[src/rtl/oscillator.sv]
// -----------------------------------------------------------------------------
// oscillator
//   Per-voice waveform generator feeding the envelope stage. Each sample_tick
//   advances a phase accumulator and a 32-bit Galois LFSR. A two-stage
//   pipeline turns the captured phase/noise state into one signed sample
//   (saw, square, triangle or noise). The voice gate is delayed by the same
//   two cycles so that gate and sample stay aligned downstream.
//
// Ports
//   clk          system clock
//   rst          asynchronous reset, active low
//   sample_tick  one-cycle strobe, advances the oscillator by one sample
//   phase_inc    frequency word, sampled on tick
//   wave_sel     0=saw 1=square 2=triangle 3=noise, sampled on tick
//   pulse_width  square duty threshold, sampled on tick
//   note_on      phase-sync pulse, honoured only together with a tick
//   play_in      voice gate from the voice allocator
//   data_out     signed sample, held between valids
//   valid_out    one-cycle pulse when data_out updates
//   play_out     play_in delayed by exactly two clk cycles
// -----------------------------------------------------------------------------
module oscillator #(
  parameter int unsigned DATA_WIDTH  = 32,
  parameter int unsigned PHASE_WIDTH = 32,
  parameter int unsigned PW_WIDTH    = 8
) (
  input  logic                   clk,
  input  logic                   rst,
  input  logic                   sample_tick,
  input  logic [PHASE_WIDTH-1:0] phase_inc,
  input  logic [1:0]             wave_sel,
  input  logic [PW_WIDTH-1:0]    pulse_width,
  input  logic                   note_on,
  input  logic                   play_in,
  output logic [DATA_WIDTH-1:0]  data_out,
  output logic                   valid_out,
  output logic                   play_out
);

  typedef enum logic [1:0] {
    WAVE_SAW    = 2'd0,
    WAVE_SQUARE = 2'd1,
    WAVE_TRI    = 2'd2,
    WAVE_NOISE  = 2'd3
  } wave_t;

  localparam logic [31:0]           LFSR_SEED = 32'hACE1ACE1;
  localparam logic [31:0]           LFSR_TAPS = 32'h80200003;
  localparam logic [DATA_WIDTH-1:0] SIGN_BIT  = {1'b1, {(DATA_WIDTH-1){1'b0}}};
  localparam logic [DATA_WIDTH-1:0] S_MIN     = SIGN_BIT;
  localparam logic [DATA_WIDTH-1:0] S_MAX     = ~SIGN_BIT;

  // Accumulator state
  logic [PHASE_WIDTH-1:0] r_phase;
  logic [31:0]            r_lfsr;

  // Stage 1 registers
  logic                   r_s1_valid;
  logic [PHASE_WIDTH-1:0] r_s1_phase;
  wave_t                  r_s1_wave;
  logic [PW_WIDTH-1:0]    r_s1_pw;
  logic [31:0]            r_s1_lfsr;

  // Stage 2 / output registers
  logic [DATA_WIDTH-1:0]  r_data;
  logic                   r_valid;
  logic                   r_play_d1;
  logic                   r_play_d2;

  // Combinational helpers
  logic [PHASE_WIDTH-1:0] w_p_used;
  logic [31:0]            w_lfsr_next;
  logic [PHASE_WIDTH-1:0] w_phase_shl;
  logic [DATA_WIDTH-1:0]  w_tri_t;
  logic [DATA_WIDTH-1:0]  w_tri_u;
  logic [DATA_WIDTH-1:0]  w_sample;

  // note_on forces the phase used for this sample to zero; the increment is
  // applied on top, so the following sample sits at phase_inc.
  assign w_p_used    = note_on ? '0 : r_phase;
  assign w_lfsr_next = r_lfsr[0] ? ((r_lfsr >> 1) ^ LFSR_TAPS) : (r_lfsr >> 1);

  // Triangle: doubled phase folded on the phase MSB.
  assign w_phase_shl = r_s1_phase << 1;
  assign w_tri_t     = w_phase_shl[PHASE_WIDTH-1 -: DATA_WIDTH];
  assign w_tri_u     = r_s1_phase[PHASE_WIDTH-1] ? ~w_tri_t : w_tri_t;

  always_comb begin
    w_sample = '0;
    unique case (r_s1_wave)
      WAVE_SAW:    w_sample = r_s1_phase[PHASE_WIDTH-1 -: DATA_WIDTH] ^ SIGN_BIT;
      WAVE_SQUARE: w_sample = (r_s1_phase[PHASE_WIDTH-1 -: PW_WIDTH] < r_s1_pw) ? S_MAX : S_MIN;
      WAVE_TRI:    w_sample = w_tri_u ^ SIGN_BIT;
      WAVE_NOISE:  w_sample = r_s1_lfsr[31 -: DATA_WIDTH];
      default:     w_sample = '0;
    endcase
  end

  // Accumulator and LFSR advance on every tick, regardless of wave_sel.
  always_ff @(posedge clk or negedge rst) begin
    if (!rst) begin
      r_phase <= '0;
      r_lfsr  <= LFSR_SEED;
    end else if (sample_tick) begin
      r_phase <= w_p_used + phase_inc;
      r_lfsr  <= w_lfsr_next;
    end
  end

  // Stage 1: capture the pre-advance state alongside the tick.
  always_ff @(posedge clk or negedge rst) begin
    if (!rst) begin
      r_s1_valid <= 1'b0;
      r_s1_phase <= '0;
      r_s1_wave  <= WAVE_SAW;
      r_s1_pw    <= '0;
      r_s1_lfsr  <= '0;
    end else begin
      r_s1_valid <= sample_tick;
      if (sample_tick) begin
        r_s1_phase <= w_p_used;
        r_s1_wave  <= wave_t'(wave_sel);
        r_s1_pw    <= pulse_width;
        r_s1_lfsr  <= r_lfsr;
      end
    end
  end

  // Stage 2: register the sample; data holds between valids.
  always_ff @(posedge clk or negedge rst) begin
    if (!rst) begin
      r_data  <= '0;
      r_valid <= 1'b0;
    end else begin
      r_valid <= r_s1_valid;
      if (r_s1_valid) begin
        r_data <= w_sample;
      end
    end
  end

  // Gate delay matches the two-stage sample pipeline.
  always_ff @(posedge clk or negedge rst) begin
    if (!rst) begin
      r_play_d1 <= 1'b0;
      r_play_d2 <= 1'b0;
    end else begin
      r_play_d1 <= play_in;
      r_play_d2 <= r_play_d1;
    end
  end

  assign data_out  = r_data;
  assign valid_out = r_valid;
  assign play_out  = r_play_d2;

endmodule

[config.mk]
export PLATFORM = sky130hd
export DESIGN_NAME = oscillator
export DESIGN_NICKNAME = d
export VERILOG_FILES = /design/src/rtl/oscillator.sv
export SDC_FILE = /design/constraint.sdc
export NUM_CORES = 1
export LEC_CHECK = 0
export CAP_MARGIN = 20
export CORE_AREA = 2 2 130 132
export DETAILED_ROUTE_END_ITERATION = 12
export DIE_AREA = 0 0 132 134
export HOLD_SLACK_MARGIN = 0.05
export PLACE_DENSITY = 0.72
export SKIP_LAST_GASP = 1
export SLEW_MARGIN = 20
export SYNTH_ARGS = -nofsm -noshare
export SYNTH_HDL_FRONTEND = slang
export SYNTH_SLANG_ARGS = --single-unit
[constraint.sdc]
create_clock -name clk -period 3.68 [get_ports clk]
set_clock_uncertainty 0.15 [all_clocks]
set_input_delay 0.368 -clock clk [delete_from_list [all_inputs] [get_ports clk]]
set_output_delay 0.368 -clock clk [all_outputs]
set_load 0.05 [all_outputs]
# ---- After elaboration in Yosys (flattened, before gate mapping)
# Cells that the tools add are included.
dict set report op_classes {
  magnitude_cmp 1
  n_addsub 1
  n_bitwise 4
  eq_ne 3
  reduce_logical 1
  n_mux 5
}
# cell n
set op_table {}
lappend op_table {{$mux W32} 4}
lappend op_table {{$pmux W32 S4} 1}
lappend op_table {{$add A32 B32 Y32} 1}
lappend op_table {{$not A32 Y32} 1}
lappend op_table {{$lt A8 B8 Y1} 1}
lappend op_table {{$eq A2 B2 Y1 const B} 2}
lappend op_table {{$not A3 Y4} 1}
lappend op_table {{$eq A2 B1 Y1 const B} 1}
lappend op_table {{$logic_not A2 Y1} 1}
lappend op_table {{$not A1 Y1} 2}
dict set report word_totals {
  regBits 174
  inputBits 47
  wordCells 26
}

# ---- Depth between registers and ports, before layout
# Gate-level depths: netlist of the first run.
dict set report logic_depth {
  ltp_word 4
  mapped_depth 12
  depth_no_buf 11
}

# ---- Worst setup path after synthesis of the first run
# OpenSTA, ideal clock, no wires.
dict set report synth_timing {
  kind {input-to-reg}
  start {input note_on}
  end {register r_phase[28]}
  n_path_buf 1
  arrival_ns 2.776
  setup_slack_ns 0.629
  stages 11
  path_cell_list {clkbuf_1 > nor2b_1 > fa_1 > a21oi_2 > o21ai_4 > a2111oi_2 > o221ai_2 > o221ai_2 > o21ai_1 > xor2_1 > mux2_4}
}
dict set report synth_via {
  elab_chain_len 2
}
# element line_no
set synth_rtl {}
lappend synth_rtl {{start: declaration} 33} ;# input logic note_on,
lappend synth_rtl {{$mux W32} 80} ;# assign w_p_used = note_on ? '0 : r_phase;
lappend synth_rtl {{via w_p_used[1]} 71} ;# logic [PHASE_WIDTH-1:0] w_p_used;
lappend synth_rtl {{$add A32 B32 Y32} 105} ;# r_phase <= w_p_used + phase_inc;
lappend synth_rtl {{end signal: assignment} 105}
lappend synth_rtl {{end: declaration} 54} ;# logic [PHASE_WIDTH-1:0] r_phase;
# The timed path passes the listed nets, and every way through them passes these cells.
# A chain may end at the register's enable or synchronous reset.

# ---- Worst setup path after layout of the first run
# Same ends and word-level chain as after synthesis.

==> results.cfg, run 1 <==
[global_route]
track_usage = 0.241
gr-total-overflow = 0
grt_max_degree = 80
grt_pass1_wl_um = 34000
antenna_found_initial = 1
grt_pass1_vias = 6692

[setup_path]
cp_cell_sequence = clkdlybuf4s50_1, buf_4, nor2b_1, fa_1, a21oi_2, o21ai_4, a2111oi_2, o221ai_2, o221ai_2, o21ai_1, xor2_1, mux2_4
cp.required_ns = 3.85
worstSetupEndpointType = register
cp_max_fo = 11
r2r_start = r_phase[0]
start_kind = primary input
critical_path_arrival_ns = 3.41
path_common_cell = o221ai_2
slowest_stage = clkdlybuf4s50_1
max_stage_delay_ns = 0.58
cp-startpoint = note_on
worstSetupPathType = in2reg

[drt]
vias = 6666
routed_wl_um = 20100
route.detailed.drc = 0
dr.pass1.iters = 5
drt_iter0_drc = 398
drtAntennaViolNets = 0
drt-wirelength-per-cell_um = 16.5
via_per_inst = 5.50

[floorplanning]
io_pins = 81
fp-row-count = 47
core_area_mm2 = 0.0163
die_h_um = 134
start_util = 0.541
die_w_um = 132
die-area_mm2 = 0.0177

[worst_hold_path]
hold_class = reg2reg
hold_start = r_play_d1

[power_and_ir_drop]
p_comb_frac = 0.425
switching_power_mw = 3.05
internal-power_mw = 4.94
vdd_drop_max_v = 0.000463
power.leakage_nw = 4.68
p_clk_frac = 0.217
powerDensity_mw_per_mm2 = 746
swShare = 0.382
seqPwrFrac = 0.358

[finish]
n_fill_cell = 1356
seq_area_mm2 = 0.00400
area.growth.synth_to_final_pct = 21.5
drive_above_1_share = 0.199
design_area_mm2 = 0.0107
final_common_cell = dfrtp_1
multiInputGateArea_mm2 = 0.00442
nets = 1065
final_cell_mix = 142 x dfrtp_1, 82 x nor2_1, 78 x clkdlybuf4s50_1, 77 x mux2_2, 66 x a21oi_1

[synthesis]
synthMuxAreaShare = 0.101
synth_xor_xnor_area_share = 0.0606
syn_inst = 880
yosysUniqueCellTypes = 54
avgSynthCellArea_um2 = 10.0
syn_nets = 966
netlist_top_cells_area = dfrtp_1 41%, mux2_2 9.8%, ha_1 5.4%
synth_top_area_frac = 0.406
yosys_warnings = 0
synth-compound-area-share = 0.158
synthAdderAreaFrac = 0.0562
async_flop_share = 1.00
ys_seq_area_frac = 0.454
synth_flop_cell = dfrtp_1
synth_area_mm2 = 0.00882
synth_seq_cells = 159
synth_edf_count = 0
synthSimpleGateAreaFrac = 0.126
synth_top_family_by_area = compound AO/OA/AOI/OAI gates
yosysTopAreaCell = dfrtp_1

[timing]
tightest_slew_ns = 0.719
fmax_mhz = 309
fin_ws_ns = 0.441
finalSetupViolCount = 0
hold_violations = 0
tns_ns = 0
slew-limit-headroom = 0.521
rsz0062_at_grt = no
finalCritPeriodShare = 0.880
drv_slew = 0
min_period_ns = 3.24

[cts]
cts_tree = yes
ctsResizeCount = 0
numCtsBuffers = 17
clk_pin_slew_worst_paths_ns = 0.07
insertion_delay_ns = 0.43
post_cts_buffers = 0
clk_path_buf_depth = 2
cts.sinks = 159
root_buffer = clkbuf_16
cts_max_level = 4
hold_buffers = 1

[place]
post-place-ws_ns = -0.0253
gp_congestion = 0.914
dp_hpwl_um = 14100
portBuffers = 80
post_dp_cell_area_mm2 = 0.0101

[run]
maxCapViolations = 0

[run_status]
status = finished, final reports clean
==> worst max-delay path: cells and delay by family <==
kind,cells,cell delay [ns]
adders and majority gates,1,0.43
AOI/OAI and AO/OA,6,1.29
buffers and inverters,2,0.80
muxes,1,0.26
and+or+nand+nor,1,0.09
xor gates and xnor gates,1,0.14
==> stage by stage <==
| stage | instances | utilization | hold slack, ns | power (mW) |
|---|---|---|---|---|
| 2_1_floorplan | 880 | - | -0.0776 | 5.17 |
| 3_3_place_gp | 1179 | 0.621 | 0.180 | 6.19 |
| 3_5_place_dp | 1179 | 0.621 | 0.188 | 6.26 |
| 4_1_cts | 1212 | 0.657 | 0.211 | 8.02 |
| 5_1_grt | 1212 | 0.657 | 0.210 | 8.50 |
| 6_report | 1213 | 0.658 | 0.204 | 7.99 |
==> power by group through the flow <==
stage / clock network, mW / logic, mW / registers [mW]
6_report: 1.73 / 3.40 / 2.86
5_1_grt: 1.82 / 3.73 / 2.95
4_1_cts: 1.75 / 3.41 / 2.86
3_5_place_dp: 0 / 3.38 / 2.88
3_3_place_gp: 0 / 3.31 / 2.87
2_1_floorplan: 0 / 1.95 / 3.22
==> cells in the mapped netlist, types with 5 or more instances <==
cell type / instances
o21bai_1: 6
dfrtp_1: 143
nand2_1: 49
nand3_1: 5
clkbuf_1: 42
a21o_1: 16
nand4_1: 10
mux2_2: 77
a21oi_1: 66
nor2b_1: 32
o221ai_1: 31
buf_1: 7
inv_1: 49
xnor2_1: 51
ha_1: 38
dfstp_2: 16
o21ai_0: 52
nand2b_1: 36
nor2_1: 82
xor2_1: 10
==> cell type report <==
cell class / count / share of cell area
Clock inverter: 13 / 0.0119
Tap cell: 220 / 0.0257
Sequential cell: 159 / 0.373
Multi-Input combinational cell: 618 / 0.413
Clock buffer: 19 / 0.0423
Antenna cell: 1 / 0.000234
Inverter: 49 / 0.0172
Timing Repair Buffer: 134 / 0.116
==> sequential cells by signal, summed over array words and instances, names as in the netlist <==
name / cells
r_s1_pw: 8
r_phase: 32
r_s1_phase: 32
data_out: 32
r_play_d1: 1
r_lfsr: 32
r_s1_wave: 2
valid_out: 1
r_s1_valid: 1
play_out: 1
r_s1_lfsr: 17
==> kinds of logic after synthesis <==
family,after synthesis
and+or+nand+nor,229
AOI/OAI and AO/OA,210
DFF,159
buffers and inverters,103
muxes,79
xor gates and xnor gates,61
adders and majority gates,39
==> metal layers <==
| layer | track usage | up-vias | wire, um |
|---|---|---|---|
| li1 | - | 3272 | - |
| met1 | 0.349 | 3240 | 9670 |
| met2 | 0.376 | 131 | 9220 |
| met3 | 0.0420 | 23 | 856 |
| met4 | 0.0652 | 0 | 303 |
| met5 | 0 | - | 0 |
==> worst paths after layout <==
path                               end  slack, ns  cells after the start
setup / recovery           r_phase[28]       0.44                     12
min in group asynchronous   r_phase[8]       0.28                      2
hold reg to reg               play_out       0.20                      0
hold / removal                play_out       0.20                      0
max in group asynchronous    r_lfsr[0]       2.24                      3
setup reg to reg           r_phase[28]       0.56                     11
(Power assumes the default switching activity.)
==> run 2: changes to the inputs <==
MAX_ROUTING_LAYER = met4   (was not set)
PLACE_DENSITY = 0.76   (was 0.72)
==> run 2 against run 1 <==
  * Clock power grew 5%
  * First-iteration DRC count grew 5.5%
  * Non-clock buffer count shrank 9
  * Clock-buffer cell count shrank 2
  * Via count grew 0.23%
  * Global-route usage grew 1.1 points
  * Sequential share of layout area grew 0.26 points
  * Wire length grew 2.3%
  * Register-to-register slack lost 0.07 ns
  * Critical endpoint unchanged
  * Largest cell class unchanged
==> results.cfg, run 2 (synthesis results as in run 1) <==
[setup_path]
cp.required_ns = 3.85
cp_cell_sequence = clkdlybuf4s50_1, nor2b_1, ha_1, fa_1, a21oi_2, o21ai_4, a2111oi_2, o221ai_2, o221ai_2, o21ai_1, xor2_1, mux2_4
start_kind = primary input
worstRegToRegCells = 11
critPathBufInv = 1
path_common_cell = o221ai_2
worstSetupPathType = in2reg
r2r_start = r_phase[0]
max_stage_delay_ns = 0.55
critical-path-top-delay-family = compound AO/OA/AOI/OAI gates
cp-startpoint = note_on
worstSetupEndpointType = register
critical_path_arrival_ns = 3.43
slowest_stage = clkdlybuf4s50_1
cp_max_fo = 4
r2r_slack_ns = 0.49
reg2reg_to = r_phase[28]

[worst_hold_path]
hold_class = reg2reg
hold_start = r_play_d1
hold_path_end = play_out
holdPathStages = 0

[global_route]
grt_max_degree = 91
gr-total-overflow = 0
antenna_found_initial = 0
grt_pass1_vias = 6572
track_usage = 0.252
grt_pass1_wl_um = 34300

[finish]
area.growth.synth_to_final_pct = 20.7
final_core_util = 0.653
antenna_cells = 0
n_fill_cell = 1282
drive_above_1_share = 0.191
seq_area_mm2 = 0.00400
final_common_cell = dfrtp_1
multiInputGateArea_mm2 = 0.00442
final_cell_mix = 142 x dfrtp_1, 82 x nor2_1, 78 x clkdlybuf4s50_1, 77 x mux2_2, 66 x a21oi_1
nets = 1056

[cts]
cts_max_level = 4
numCtsBuffers = 17
insertion_delay_ns = 0.44
root_buffer = clkbuf_16
clk_pin_slew_worst_paths_ns = 0.07
cts.sinks = 159
cts_tree = yes
post_cts_buffers = 0
clk_path_buf_depth = 2

[timing]
finalCritPeriodShare = 0.884
hold_violations = 0
drv_slew = 0
slew-limit-headroom = 0.442
finalSetupViolCount = 0
tns_ns = 0
min_period_ns = 3.25
fin_ws_ns = 0.426
tightest_slew_ns = 0.837
rsz0062_at_grt = no
fmax_mhz = 307

[place]
post-place-ws_ns = 0.00983
portBuffers = 80
dp_hpwl_um = 14200
gp_congestion = 0.929

[power_and_ir_drop]
vdd_drop_max_v = 0.000395
powerDensity_mw_per_mm2 = 758
p_total_mw = 8.06
power.leakage_nw = 4.64

[drt]
dr.pass1.iters = 5
routed_wl_um = 20500
via_per_inst = 5.55
drtAntennaViolNets = 0
drt-wirelength-per-cell_um = 17.0
vias = 6681
route.detailed.drc = 0
drt_iter0_drc = 420

[floorplanning]
die_w_um = 132
die-area_mm2 = 0.0177
start_util = 0.541
core_area_mm2 = 0.0163
io_pins = 81
die_h_um = 134
fp-row-count = 47

[run_status]
status = finished, final reports clean

[run]
maxCapViolations = 0
-- run 2: cell count changes in the layout (fill, tap and decap cells not counted), moves of 2 or more --
cell      before  now
buf_12         3    1
buf_4         51   44
clkbuf_8       2    0
inv_8          1    3
-- run 2: cell type report --
cell class	count	area share
multi-input combinational	618	0.416
sequential	159	0.376
timing repair buffer	125	0.108
clock buffer	17	0.0400
tap	220	0.0259
inverter	49	0.0173
clock inverter	15	0.0166
-- run 2: worst max path at each step --
stage / end / slack, ns / depth (start not counted)
6_report: r_phase[28] / 0.43 / 12
2_1_floorplan: r_phase[28] / 0.63 / 11
3_3_place_gp: r_phase[28] / 0.1 / 12
5_1_grt: r_phase[28] / 0.23 / 12
4_1_cts: r_phase[28] / 0.43 / 12
3_5_place_dp: r_phase[28] / 0.01 / 12
-- run 2: power by group --
| group | internal (mW) | switching (mW) |
|---|---|---|
| sequential | 2.41 | 0.475 |
| combinational | 1.52 | 1.84 |
| clock | 1.02 | 0.791 |
-- run 2: what timing repair did --
item                      CTS  global route
hold endpoints to repair   75             0
hold buffers                1             0
gates resized for setup     0             0
-- run 2: worst reg2reg max path, cell delays in order, from the launching register on --
cell	delay, ns
dfrtp_1	0.37
nor2b_1	0.14
ha_1	0.22
fa_1	0.42
a21oi_2	0.25
o21ai_4	0.11
a2111oi_2	0.47
o221ai_2	0.21
o221ai_2	0.21
o21ai_1	0.12
xor2_1	0.16
mux2_4	0.27
-- run 2: through the flow --
step	area [um2]	instances	hold WS, ns
floorplan	8820	880	-0.0776
global placement	10000	1170	0.183
detailed placement	10000	1170	0.186
CTS	10600	1203	0.185
global route	10600	1203	0.206
finish	10600	1203	0.203
-- run 2: per-layer routing --
| layer | up-vias | part of all wire | GRT usage |
|---|---|---|---|
| met4 | 0 | 0.016 | 0.0731 |
| met2 | 157 | 0.46 | 0.375 |
| met1 | 3254 | 0.48 | 0.352 |
| met5 | - | 0 | - |
| li1 | 3245 | - | - |
| met3 | 25 | 0.043 | 0.0503 |
